--- src/rtl/rgb8bit_quantizer.sv ---
// rgb8bit_quantizer: folds an RGB888 pixel back to the nearest 4-bit DAC code per channel
// using a 4-step binary search over the fixed DAC level table, all channels in parallel.
module rgb8bit_quantizer (
  input  logic       clk,
  input  logic       reset_n,
  input  logic       IN_VALID,
  output logic       IN_READY,
  input  logic [7:0] R_8BIT,
  input  logic [7:0] G_8BIT,
  input  logic [7:0] B_8BIT,
  output logic       OUT_VALID,
  input  logic       OUT_READY,
  output logic [3:0] R_4BIT,
  output logic [3:0] G_4BIT,
  output logic [3:0] B_4BIT
);

  typedef enum logic [2:0] {
    IDLE = 3'd0,
    S3   = 3'd1,
    S2   = 3'd2,
    S1   = 3'd3,
    S0   = 3'd4,
    DONE = 3'd5
  } state_t;

  state_t     state_r;
  state_t     state_nxt_s;
  logic [7:0] r_lat_r;
  logic [7:0] g_lat_r;
  logic [7:0] b_lat_r;
  logic [3:0] r_acc_r;
  logic [3:0] g_acc_r;
  logic [3:0] b_acc_r;
  logic [3:0] r_step_s;
  logic [3:0] g_step_s;
  logic [3:0] b_step_s;
  logic [1:0] bit_pos_s;
  logic       searching_s;
  logic       accept_s;

  // Forward DAC curve; must stay bit-exact with the output DAC.
  function automatic logic [7:0] dac_level(input logic [3:0] code);
    case (code)
      4'd0:    dac_level = 8'h00;
      4'd1:    dac_level = 8'h0B;
      4'd2:    dac_level = 8'h1C;
      4'd3:    dac_level = 8'h2E;
      4'd4:    dac_level = 8'h42;
      4'd5:    dac_level = 8'h51;
      4'd6:    dac_level = 8'h62;
      4'd7:    dac_level = 8'h70;
      4'd8:    dac_level = 8'h92;
      4'd9:    dac_level = 8'hA1;
      4'd10:   dac_level = 8'hB1;
      4'd11:   dac_level = 8'hC0;
      4'd12:   dac_level = 8'hD4;
      4'd13:   dac_level = 8'hE3;
      4'd14:   dac_level = 8'hF4;
      4'd15:   dac_level = 8'hFF;
      default: dac_level = 8'h00;
    endcase
  endfunction

  // Trial code is kept only when 2*v lies strictly above the midpoint, so ties fall to the lower code.
  function automatic logic [3:0] search_step(input logic [7:0] v, input logic [3:0] acc,
                                             input logic [1:0] bit_pos);
    logic [3:0] trial;
    logic [8:0] mid_sum;
    trial   = acc | (4'd1 << bit_pos);
    mid_sum = {1'b0, dac_level(trial - 4'd1)} + {1'b0, dac_level(trial)};
    if ({v, 1'b0} > mid_sum) begin
      search_step = trial;
    end else begin
      search_step = acc;
    end
  endfunction

  assign IN_READY = (state_r == IDLE) || ((state_r == DONE) && OUT_READY);
  assign accept_s = IN_VALID && IN_READY;
  assign r_step_s = search_step(r_lat_r, r_acc_r, bit_pos_s);
  assign g_step_s = search_step(g_lat_r, g_acc_r, bit_pos_s);
  assign b_step_s = search_step(b_lat_r, b_acc_r, bit_pos_s);

  always_comb begin
    state_nxt_s = state_r;
    bit_pos_s   = 2'd0;
    searching_s = 1'b0;
    case (state_r)
      IDLE: begin
        if (accept_s) begin
          state_nxt_s = S3;
        end else begin
          state_nxt_s = IDLE;
        end
      end
      S3: begin
        bit_pos_s   = 2'd3;
        searching_s = 1'b1;
        state_nxt_s = S2;
      end
      S2: begin
        bit_pos_s   = 2'd2;
        searching_s = 1'b1;
        state_nxt_s = S1;
      end
      S1: begin
        bit_pos_s   = 2'd1;
        searching_s = 1'b1;
        state_nxt_s = S0;
      end
      S0: begin
        bit_pos_s   = 2'd0;
        searching_s = 1'b1;
        state_nxt_s = DONE;
      end
      DONE: begin
        if (!OUT_READY) begin
          state_nxt_s = DONE;
        end else if (IN_VALID) begin
          state_nxt_s = S3;
        end else begin
          state_nxt_s = IDLE;
        end
      end
      default: state_nxt_s = IDLE;
    endcase
  end

  always_ff @(posedge clk or negedge reset_n) begin
    if (!reset_n) begin
      state_r <= IDLE;
    end else begin
      state_r <= state_nxt_s;
    end
  end

  // Datapath: latch on accept, refine acc per step, publish results on leaving S0.
  always_ff @(posedge clk or negedge reset_n) begin
    if (!reset_n) begin
      r_lat_r   <= 8'd0;
      g_lat_r   <= 8'd0;
      b_lat_r   <= 8'd0;
      r_acc_r   <= 4'd0;
      g_acc_r   <= 4'd0;
      b_acc_r   <= 4'd0;
      R_4BIT    <= 4'd0;
      G_4BIT    <= 4'd0;
      B_4BIT    <= 4'd0;
      OUT_VALID <= 1'b0;
    end else begin
      if (accept_s) begin
        r_lat_r <= R_8BIT;
        g_lat_r <= G_8BIT;
        b_lat_r <= B_8BIT;
        r_acc_r <= 4'd0;
        g_acc_r <= 4'd0;
        b_acc_r <= 4'd0;
      end else if (searching_s) begin
        r_acc_r <= r_step_s;
        g_acc_r <= g_step_s;
        b_acc_r <= b_step_s;
      end
      if (state_r == S0) begin
        R_4BIT    <= r_step_s;
        G_4BIT    <= g_step_s;
        B_4BIT    <= b_step_s;
        OUT_VALID <= 1'b1;
      end else if ((state_r == DONE) && OUT_READY) begin
        OUT_VALID <= 1'b0;
      end
    end
  end

endmodule

--- config.mk ---
export PLATFORM = sky130hd
export DESIGN_NAME = rgb8bit_quantizer
export DESIGN_NICKNAME = d
export VERILOG_FILES = /design/src/rtl/rgb8bit_quantizer.sv
export SDC_FILE = /design/constraint.sdc
export NUM_CORES = 1
export LEC_CHECK = 0
export ABC_CLOCK_PERIOD_IN_PS = 6000
export BUFFER_PORTS_ARGS = -buffer_cell sky130_fd_sc_hd__buf_2
export CAP_MARGIN = 40
export CORE_MARGIN = 4
export CORE_UTILIZATION = 52
export DETAILED_ROUTE_END_ITERATION = 10
export PLACE_DENSITY = 0.73
export SKIP_LAST_GASP = 1
export SYNTH_ARGS = -nofsm -noshare
export SYNTH_HDL_FRONTEND = slang
export SYNTH_SLANG_ARGS = --single-unit
--- constraint.sdc ---
create_clock -name clk -period 6 [get_ports clk]
set_input_delay 0.9 -clock clk [delete_from_list [all_inputs] [get_ports clk]]
set_output_delay 0.9 -clock clk [all_outputs]
set_load 0.1 [all_outputs]
==> flow_summary_export.csv <==
group,metric,value,unit
outcome,run_status,"finished, final reports clean",
timing,finalHoldViolations,0,
cells_and_area,diodes,0,
placed_design,port_buffers,41,
min_path,hold_depth,1,
die,num_rows,35,
drt,wl_per_cell,15.24,um
logic_synthesis,yosysWarnings,0,
setup_path,arrival,5660,ps
clock_tree,cts_buffer_depth,2,
setup_path,reg2reg_slack,570,ps
logic_synthesis,synth_top_cell_by_area,"dfrtp_1",
clock_tree,cts-root-buf,"clkbuf_8",
min_path,min_path_type,"reg -> reg",
clock_tree,cts_made_buffers,5,
timing,fin_crit,5433,ps
timing,tightest_slew,884.7,ps
cells_and_area,final_util,0.5725,
setup_path,cp_max_fo,14,
timing,max-slew-margin-rel,0.4102,
logic_synthesis,synth-seq-cells,52,
die,die_width,105.1,um
clock_tree,cts_setup_buffers,0,
drt,via_per_inst,5.843,
die,die_h,105.1,um
drt,postRouteAntennaNets,0,
grt,grt_pass1_vias,3834,
die,io_pins,42,
placed_design,post-place-ws,511.2,ps
logic_synthesis,synthArstFlopShare,1.000,
drt,first_iter_violations,188,
setup_path,crit_required,6220,ps
drt,routed_wirelength,10360,um
logic_synthesis,yosys.cell_types.count,59,
logic_synthesis,synth_edf_count,0,
timing,grt_setup_unrepaired,"no",
clock_tree,cts_tree,"yes",
min_path,worstHoldStart,"OUT_VALID",
drt,dr.pass1.iters,5,
logic_synthesis,synthCells,538,
setup_path,worstSetupEndpointType,"register",
timing,fin_skew,4.609,ps
logic_synthesis,synth_ff_type,"dfrtp_1",
logic_synthesis,netlist.area_leader.share,0.2652,
logic_synthesis,ys_seq_area_frac,0.2652,
drt,via_count,3973,
placed_design,place_hpwl,7988,um
die,core-area,9196,um2
cells_and_area,drive_gt1_frac,0.2004,
timing,finalSetupTns,0,ps
cells_and_area,fin_nets,677,
logic_synthesis,syn_avg_cell_area,9.121,um2
min_path,min_to,"OUT_VALID",
clock_tree,clk_pin_slew,110,ps
logic_synthesis,synthesis.nets,647,
logic_synthesis,synthTopCellsByArea,"dfrtp_1 (27%), ha_1 (20%), mux2_2 (6.7%), nand2_1 (4.3%), o21ai_0 (4.3%)",
setup_path,critPathKind,"reg -> reg",
grt,grt_antenna_before_repair,0,
logic_synthesis,yosysMostFrequentCell,"ha_1",
timing,setup_violations,0,
setup_path,r2r_end,"b_acc_r[2]",
logic_synthesis,synthTopCellsByCount,"ha_1 (78), nand2_1 (56), dfrtp_1 (52)",
cells_and_area,area_delta_synth_final,7.292,%
setup_path,critPathSlowestCell,"dfrtp_1",
clock_tree,cts_sinks,52,
grt,grt_max_degree,53,
die,die_area,11060,um2
setup_path,max_stage_delay,510,ps
grt,overflow,0,
job,cap_viol_max_count,0,
timing,timing.final.crit_share,0.9054,
setup_path,regToRegStartpoint,"state_r[0]",
timing,finalWorstSetupSlack,567.5,ps
die,initial_core_util,0.5336,
timing,fmax,184.1,MHz
clock_tree,htreeDepth,2,
cells_and_area,nFillCells,828,
clock_tree,insertion_delay,330,ps
timing,maxSlewViolCount,0,
grt,track_usage,0.1923,
setup_path,crit_chain,"o21bai_1 > nand2b_2 > clkinvlp_4 > ha_1 > inv_1 > ha_2 > nand2_1 > o21ai_0 > o21ai_0 > ha_1 > inv_1 > fa_1 > nand2b_1 > a21boi_0 > o21ai_0 > and3_1 > nor4_1 > ha_1 > and4_1 > a221oi_1 > nor2_1 > a22o_1",
drt,drc,0,
placed_design,place.gp.congestion,0.8326,
setup_path,worstSetupStartpointType,"register",
timing,hold_ws,508.3,ps
grt,grt_pass1_wl,17750,um
logic_synthesis,syn_area,4907,um2
setup_path,reg2regPathDepth,22,
## per-stage QoR
| stage | area (um2) | std cells |
|---|---|---|
| 4_1_cts | 5256 | 680 |
| 3_3_place_gp | 5159 | 672 |
| 2_1_floorplan | 4907 | 538 |
| 6_report | 5265 | 680 |
| 5_1_grt | 5265 | 680 |
| 3_5_place_dp | 5159 | 672 |
## layer usage
layer	vias up	GRT usage	wire length, um
met3	16	0.03088	444
met2	79	0.3222	4981
met4	0	0.04686	162
met1	1884	0.2596	4771
met5	-	0	0
li1	1994	-	-
## how the worst max path moves through the flow
stage / start / end
6_report: state_r[0] / b_acc_r[2]
3_3_place_gp: state_r[2] / b_acc_r[1]
5_1_grt: state_r[0] / b_acc_r[1]
2_1_floorplan: state_r[2] / b_acc_r[1]
3_5_place_dp: state_r[2] / b_acc_r[2]
4_1_cts: state_r[2] / b_acc_r[2]
## state kept, by name, indices dropped and copies added, names as in the netlist
register	cells
g_acc_r	4
state_r	3
b_acc_r	4
g_lat_r	8
r_acc_r	4
r_lat_r	8
b_lat_r	8
OUT_VALID	1
G_4BIT	4
B_4BIT	4
R_4BIT	4
## what timing repair did
item / in CTS / in global routing
endpoints found under the setup margin: 0 / 5
gates resized for setup: 0 / 3
hold buffers: 0 / 0
## area by class of cell
type / instances / area (um2) / share of cell area
clock buffer: 5 / 68.82 / 0.01307
sequential: 52 / 1301 / 0.2471
timing repair buffer: 44 / 227.7 / 0.04325
multi-input combinational: 436 / 3387 / 0.6433
tap: 111 / 138.9 / 0.02638
clock inverter: 3 / 28.78 / 0.005466
inverter: 29 / 112.6 / 0.02139
## logic make-up (layout without fill, tap and decap cells)
group	count (synthesis)	after routing	share of synthesized area
XOR/XNOR	13	13	0.02320
adder cells (fa/ha/maj)	81	81	0.2111
flip-flops	52	52	0.2652
buffers and inverters	50	81	0.04564
AO/OA/AOI/OAI	141	141	0.1882
multiplexers	43	43	0.1094
AND/OR/NAND/NOR	158	158	0.1573
## worst max-delay path, delay by kind of cell, from the launching register on
family | cells | cell delay, ps
AOI/OAI and AO/OA | 7 | 1380
adders and majority gates | 5 | 1520
buffers and inverters | 3 | 420
DFF | 1 | 510
and+or+nand+nor | 7 | 1500
## cells in the final DEF (no fill, tap or decap), types with 8 or more instances in the layout
cell,count
or2_2,9
buf_2,41
mux2_2,29
nand2_1,56
dfrtp_1,52
a21oi_1,25
mux2_4,9
inv_1,22
o21ai_0,42
nor2_1,34
xor2_1,11
o31ai_1,8
nand3_1,13
nor3_1,12
ha_1,77
a22o_1,15
Power is left out: the tool's default activity adds up to more than one toggle a clock period on the data nets, which glitch-free logic cannot reach.
